**src/rtl/l2_arbiter.sv**
```systemverilog
// Two-client round-robin arbiter sharing the L2 line port between the L1 I-cache and D-cache.
// The granted request is latched and replayed to L2 from registers. The L2 response is steered
// back to the granted client only.
module l2_arbiter #(
  parameter int unsigned ADDR_W = 32,
  parameter int unsigned LINE_W = 256
) (
  input  logic              clk,
  input  logic              rst,
  input  logic              i_read,
  input  logic [ADDR_W-1:0] i_address,
  output logic              i_resp,
  output logic [LINE_W-1:0] i_rdata,
  input  logic              d_read,
  input  logic              d_write,
  input  logic [ADDR_W-1:0] d_address,
  input  logic [LINE_W-1:0] d_wdata,
  output logic              d_resp,
  output logic [LINE_W-1:0] d_rdata,
  output logic              l2_read,
  output logic              l2_write,
  output logic [ADDR_W-1:0] l2_address,
  output logic [LINE_W-1:0] l2_wdata,
  input  logic              l2_resp,
  input  logic [LINE_W-1:0] l2_rdata
);

  localparam logic [1:0] StIdle = 2'd0;
  localparam logic [1:0] StBusy = 2'd1;
  localparam logic [1:0] StDone = 2'd2;

  logic [1:0]        state_q, state_d;
  logic              last_d_q, last_d_d;   // 1: last grant went to D
  logic              sel_d_q, sel_d_d;     // 1: current transaction belongs to D
  logic              l2_read_q, l2_read_d;
  logic              l2_write_q, l2_write_d;
  logic [ADDR_W-1:0] l2_address_q, l2_address_d;
  logic [LINE_W-1:0] l2_wdata_q, l2_wdata_d;
  logic              i_resp_q, i_resp_d;
  logic              d_resp_q, d_resp_d;
  logic [LINE_W-1:0] i_rdata_q, i_rdata_d;
  logic [LINE_W-1:0] d_rdata_q, d_rdata_d;

  logic req_i, req_d, grant_d;

  // Arbitration: on a tie, grant whichever client was not served last.
  always_comb begin
    req_i   = i_read;
    req_d   = d_read | d_write;
    grant_d = req_d & (~req_i | ~last_d_q);
  end

  // Next-state and registered-output computation for the IDLE/BUSY/DONE sequence.
  always_comb begin
    state_d      = state_q;
    last_d_d     = last_d_q;
    sel_d_d      = sel_d_q;
    l2_read_d    = l2_read_q;
    l2_write_d   = l2_write_q;
    l2_address_d = l2_address_q;
    l2_wdata_d   = l2_wdata_q;
    i_resp_d     = 1'b0;
    d_resp_d     = 1'b0;
    i_rdata_d    = i_rdata_q;
    d_rdata_d    = d_rdata_q;
    case (state_q)
      StIdle: begin
        if (req_i || req_d) begin
          sel_d_d  = grant_d;
          last_d_d = grant_d;
          state_d  = StBusy;
          if (grant_d) begin
            // Simultaneous read and write is illegal; the write takes precedence.
            l2_address_d = d_address;
            l2_wdata_d   = d_wdata;
            l2_write_d   = d_write;
            l2_read_d    = ~d_write;
          end else begin
            l2_address_d = i_address;
            l2_read_d    = 1'b1;
            l2_write_d   = 1'b0;
          end
        end
      end
      StBusy: begin
        if (l2_resp) begin
          l2_read_d  = 1'b0;
          l2_write_d = 1'b0;
          state_d    = StDone;
          if (sel_d_q) begin
            d_resp_d = 1'b1;
            if (!l2_write_q) begin
              d_rdata_d = l2_rdata;
            end
          end else begin
            i_resp_d  = 1'b1;
            i_rdata_d = l2_rdata;
          end
        end
      end
      StDone: begin
        // Bubble cycle so the served client can withdraw its request.
        state_d = StIdle;
      end
      default: begin
        state_d = StIdle;
      end
    endcase
  end

  // State registers with synchronous reset; reset discards any in-flight transaction.
  always_ff @(posedge clk) begin
    if (rst) begin
      state_q      <= StIdle;
      last_d_q     <= 1'b0;
      sel_d_q      <= 1'b0;
      l2_read_q    <= 1'b0;
      l2_write_q   <= 1'b0;
      l2_address_q <= '0;
      l2_wdata_q   <= '0;
      i_resp_q     <= 1'b0;
      d_resp_q     <= 1'b0;
      i_rdata_q    <= '0;
      d_rdata_q    <= '0;
    end else begin
      state_q      <= state_d;
      last_d_q     <= last_d_d;
      sel_d_q      <= sel_d_d;
      l2_read_q    <= l2_read_d;
      l2_write_q   <= l2_write_d;
      l2_address_q <= l2_address_d;
      l2_wdata_q   <= l2_wdata_d;
      i_resp_q     <= i_resp_d;
      d_resp_q     <= d_resp_d;
      i_rdata_q    <= i_rdata_d;
      d_rdata_q    <= d_rdata_d;
    end
  end

  assign l2_read    = l2_read_q;
  assign l2_write   = l2_write_q;
  assign l2_address = l2_address_q;
  assign l2_wdata   = l2_wdata_q;
  assign i_resp     = i_resp_q;
  assign d_resp     = d_resp_q;
  assign i_rdata    = i_rdata_q;
  assign d_rdata    = d_rdata_q;

endmodule
```
**config.mk**
```make
export PLATFORM = sky130hd
export DESIGN_NAME = l2_arbiter
export DESIGN_NICKNAME = d
export VERILOG_FILES = /design/src/rtl/l2_arbiter.sv
export SDC_FILE = /design/constraint.sdc
export NUM_CORES = 2
export LEC_CHECK = 0
export CAP_MARGIN = 20
export CORE_AREA = 5 5 544 546
export CTS_BUF_LIST = sky130_fd_sc_hd__clkbuf_8 sky130_fd_sc_hd__clkbuf_16
export DETAILED_ROUTE_END_ITERATION = 7
export DIE_AREA = 0 0 549 551
export PLACE_DENSITY = 0.39
export REMOVE_ABC_BUFFERS = 1
export SLEW_MARGIN = 15
export SYNTH_ARGS = -nofsm -noshare
export SYNTH_HDL_FRONTEND = slang
export SYNTH_SLANG_ARGS = --single-unit
```
**constraint.sdc**
```tcl
create_clock -name clk -period 3.9 [get_ports clk]
set_clock_uncertainty 0.1 [all_clocks]
set_input_delay 1.17 -clock clk [delete_from_list [all_inputs] [get_ports clk]]
set_output_delay 1.17 -clock clk [all_outputs]
set_load 0.02 [all_outputs]
```
==> results by group <==
Layout
  – Final core occ: 17.9%
  – Area grow syn2layout: 74.7%
  – Commonest non-fill, non-tap cell in the layout: clkdlybuf4s50_1
  – Design area: 51900 um^2
  – Final Instance Count excl. Fillers: about 8900
  – Share of layout cells above drive strength 1: 6.04%
  – Commonest cells after routing, fill and taps aside: clkdlybuf4s50_1, dfxtp_1, a21oi_1
  – # nets final: 5463

Setup path
  – Worst setup path class: flip-flop to output pin
  – Buf/Inv on CP: 1
  – Worst path cell trace: clkdlybuf4s50_1
  – Max incr delay on CP: 1020 ps
  – CP required: 2630 ps
  – Arr. time, crit path: about 2200 ps
  – Top delay family on crit path: buffers and inverters
  – Endpoint type of the worst setup path: output pin
  – Setup crit start kind: flip-flop
  – Worst-path fanout max: 2
  – Crit-path slowest cell: clkdlybuf4s50_1

Global routing
  – All-Layer GR Usage: 15.2%
  – Vias in the first global route: ~32000
  – Initial antenna violation count: about 190
  – Global-route wire length before repair: 314 mm
  – Largest net degree at the start of global routing: 119
  – Global route overflow: 0

Yosys
  – Post-Syn Instances: 3664
  – Netlist cell types: 30
  – Syn avg cell area: 8.11 um^2
  – Post-synthesis register bit count: approximately 800
  – Yosys warns: 0
  – Netlist area before placement: between 20000 and 30000 um^2
  – Sequential area share after synthesis: a little over half

Run status
  – Outcome: finished, final reports clean

Clock network
  – Sink Count: between 800 and 900
  – Clock Latency Late Sink: 750 ps
  – Hold buffers post-CTS: 0
  – CTS clk-pin slew, worst paths: 60 ps
  – Clock root cell: clkbuf_16
  – CTS Buffer Depth: 4
  – Inserted Clock Buffers: 107
  – TritonCTS clock tree: done
  – Htree depth: 3
  – Post-CTS setup buffers: 0
  – Resized cells post-CTS: 0

Place
  – Gp weighted congestion: 0.916
  – Number of port buffers: 1385
  – Dpl ws: 330 ps
  – DP Area: 48300 um^2
  – Post-DP HPWL: ~200 mm
  – Dpl cells: about 8700

Route
  – Total wire length: 244 mm
  – Via count: 33663
  – Met1 WL: 91.5 mm
  – Average wire per standard cell: 27.3 um
  – Final ANT Viol Nets: 0
  – DRT iter0 DRCs: 2353
  – Top Metal Used: met5
  – Met3 routed WL: 31.8 mm
  – Met2 wire len: 111 mm
  – Routed vias/inst: 3.77
  – Pre-antenna DRT Iters: 6
  – # DRC: 0

Worst hold path
  – Hold Crit Class: flip-flop to flip-flop

Timing
  – Final min period: 3440 ps
  – Worst-Margin Slew: 966 ps
  – Relative slew slack: 35.6%
  – Setup TNS Final: 0 ps
  – Slew Limit Fails: 0
  – Unrepaired setup endpoints after global routing: false
  – WHS: between 300 and 400 ps
  – Final period util: 88.2%
  – Setup violators final: 0
  – Worst setup margin: 462 ps
  – Max Fclk: 0.291 GHz
  – Final Hold Viols: 0

Die
  – Die Ht: 551 um
  – Row cnt: around 200
  – DIE WIDTH: 549 um
  – Starting density of the core: 10.2%
  – I/O Pins: 1386
  – Core area: 290000 um^2
  – Die Area: just over 300000 um^2

Power and ir drop
  – Leak: 16.7 nW
  – Final Power: roughly 24 mW
  – VDD IR max: 0.280 mV
  – Power per cell area: 455 nW/um^2

Job
  – Max Cap Viol: 0
registers in the layout, summed over array words and instances, names as in the netlist:
signal	count
l2_write	1
d_rdata	256
l2_read	1
l2_address	32
sel_d_q	1
d_resp	1
state_q	2
l2_wdata	256
i_rdata	256
i_resp	1
cell usage after synthesis:
library cell / n / area share [%]
nand2_1: 580 / 7.3
a2bb2oi_2: 1 / 0.051
o21ai_1: 16 / 0.27
a221oi_1: 1 / 0.029
and2_1: 1 / 0.021
a21oi_1: 803 / 14
a311oi_1: 32 / 0.94
clkbuf_1: 235 / 3.0
o21ai_0: 497 / 8.4
buf_1: 3 / 0.038
and3b_1: 1 / 0.029
nor3_1: 1 / 0.017
nand3_1: 512 / 8.6
dfxtp_1: 807 / 54
or2_2: 2 / 0.042
nand3b_2: 1 / 0.038
nor2_1: 5 / 0.063
or3_1: 1 / 0.021
a211oi_4: 1 / 0.067
o2bb2ai_1: 1 / 0.029
a211o_1: 1 / 0.029
buf_2: 135 / 2.3
nor2b_1: 1 / 0.021
buf_4: 11 / 0.28
nand4bb_1: 1 / 0.038
or3b_2: 1 / 0.029
nor4bb_1: 1 / 0.034
buf_6: 10 / 0.38
nand2b_1: 1 / 0.021
o211ai_1: 1 / 0.025
cells by family after synthesis:
| group | share of synthesized area (%) |
|---|---|
| AOI/OAI and AO/OA | 23.3 |
| DFF | 54.4 |
| buffers and inverters | 5.94 |
| and+or+nand+nor | 16.3 |
path summary, 6_finish.rpt:
path                start           end  slack [ps]  cells past startpoint
max          l2_wdata[47]  l2_wdata[47]         460                      1
min          i_rdata[180]  i_rdata[180]         350                      2
max reg2reg       sel_d_q   d_rdata[14]        1340                      4
min reg2reg  i_rdata[180]  i_rdata[180]         350                      2
per-layer routing:
metal | vias up | GRT usage (%)
met1 | 16128 | 16.9
met5 | - | 0
met4 | 122 | 4.39
met2 | 1656 | 24.8
li1 | 15256 | -
met3 | 501 | 8.38
area by class of cell:
| class | instances | area (um^2) |
|---|---|---|
| fillers | 32517 | 238000 |
| flip-flops and latches | 807 | 16200 |
| repair buffers | 1502 | 15300 |
| multi-input cells | 2463 | 11900 |
| well taps | 3900 | 4880 |
| clock buffers | 134 | 3070 |
| clock inverters | 57 | 427 |
| diodes | 58 | 145 |
power by group:
part | internal [mW] | total (mW) | switching, mW
logic | 1.81 | 4.64 | 2.83
clock network | 5.90 | 10.0 | 4.10
registers | 8.70 | 8.99 | 0.286
total | 16.4 | 23.6 | 7.22
Note: power is estimated with default switching activity, not from simulation.
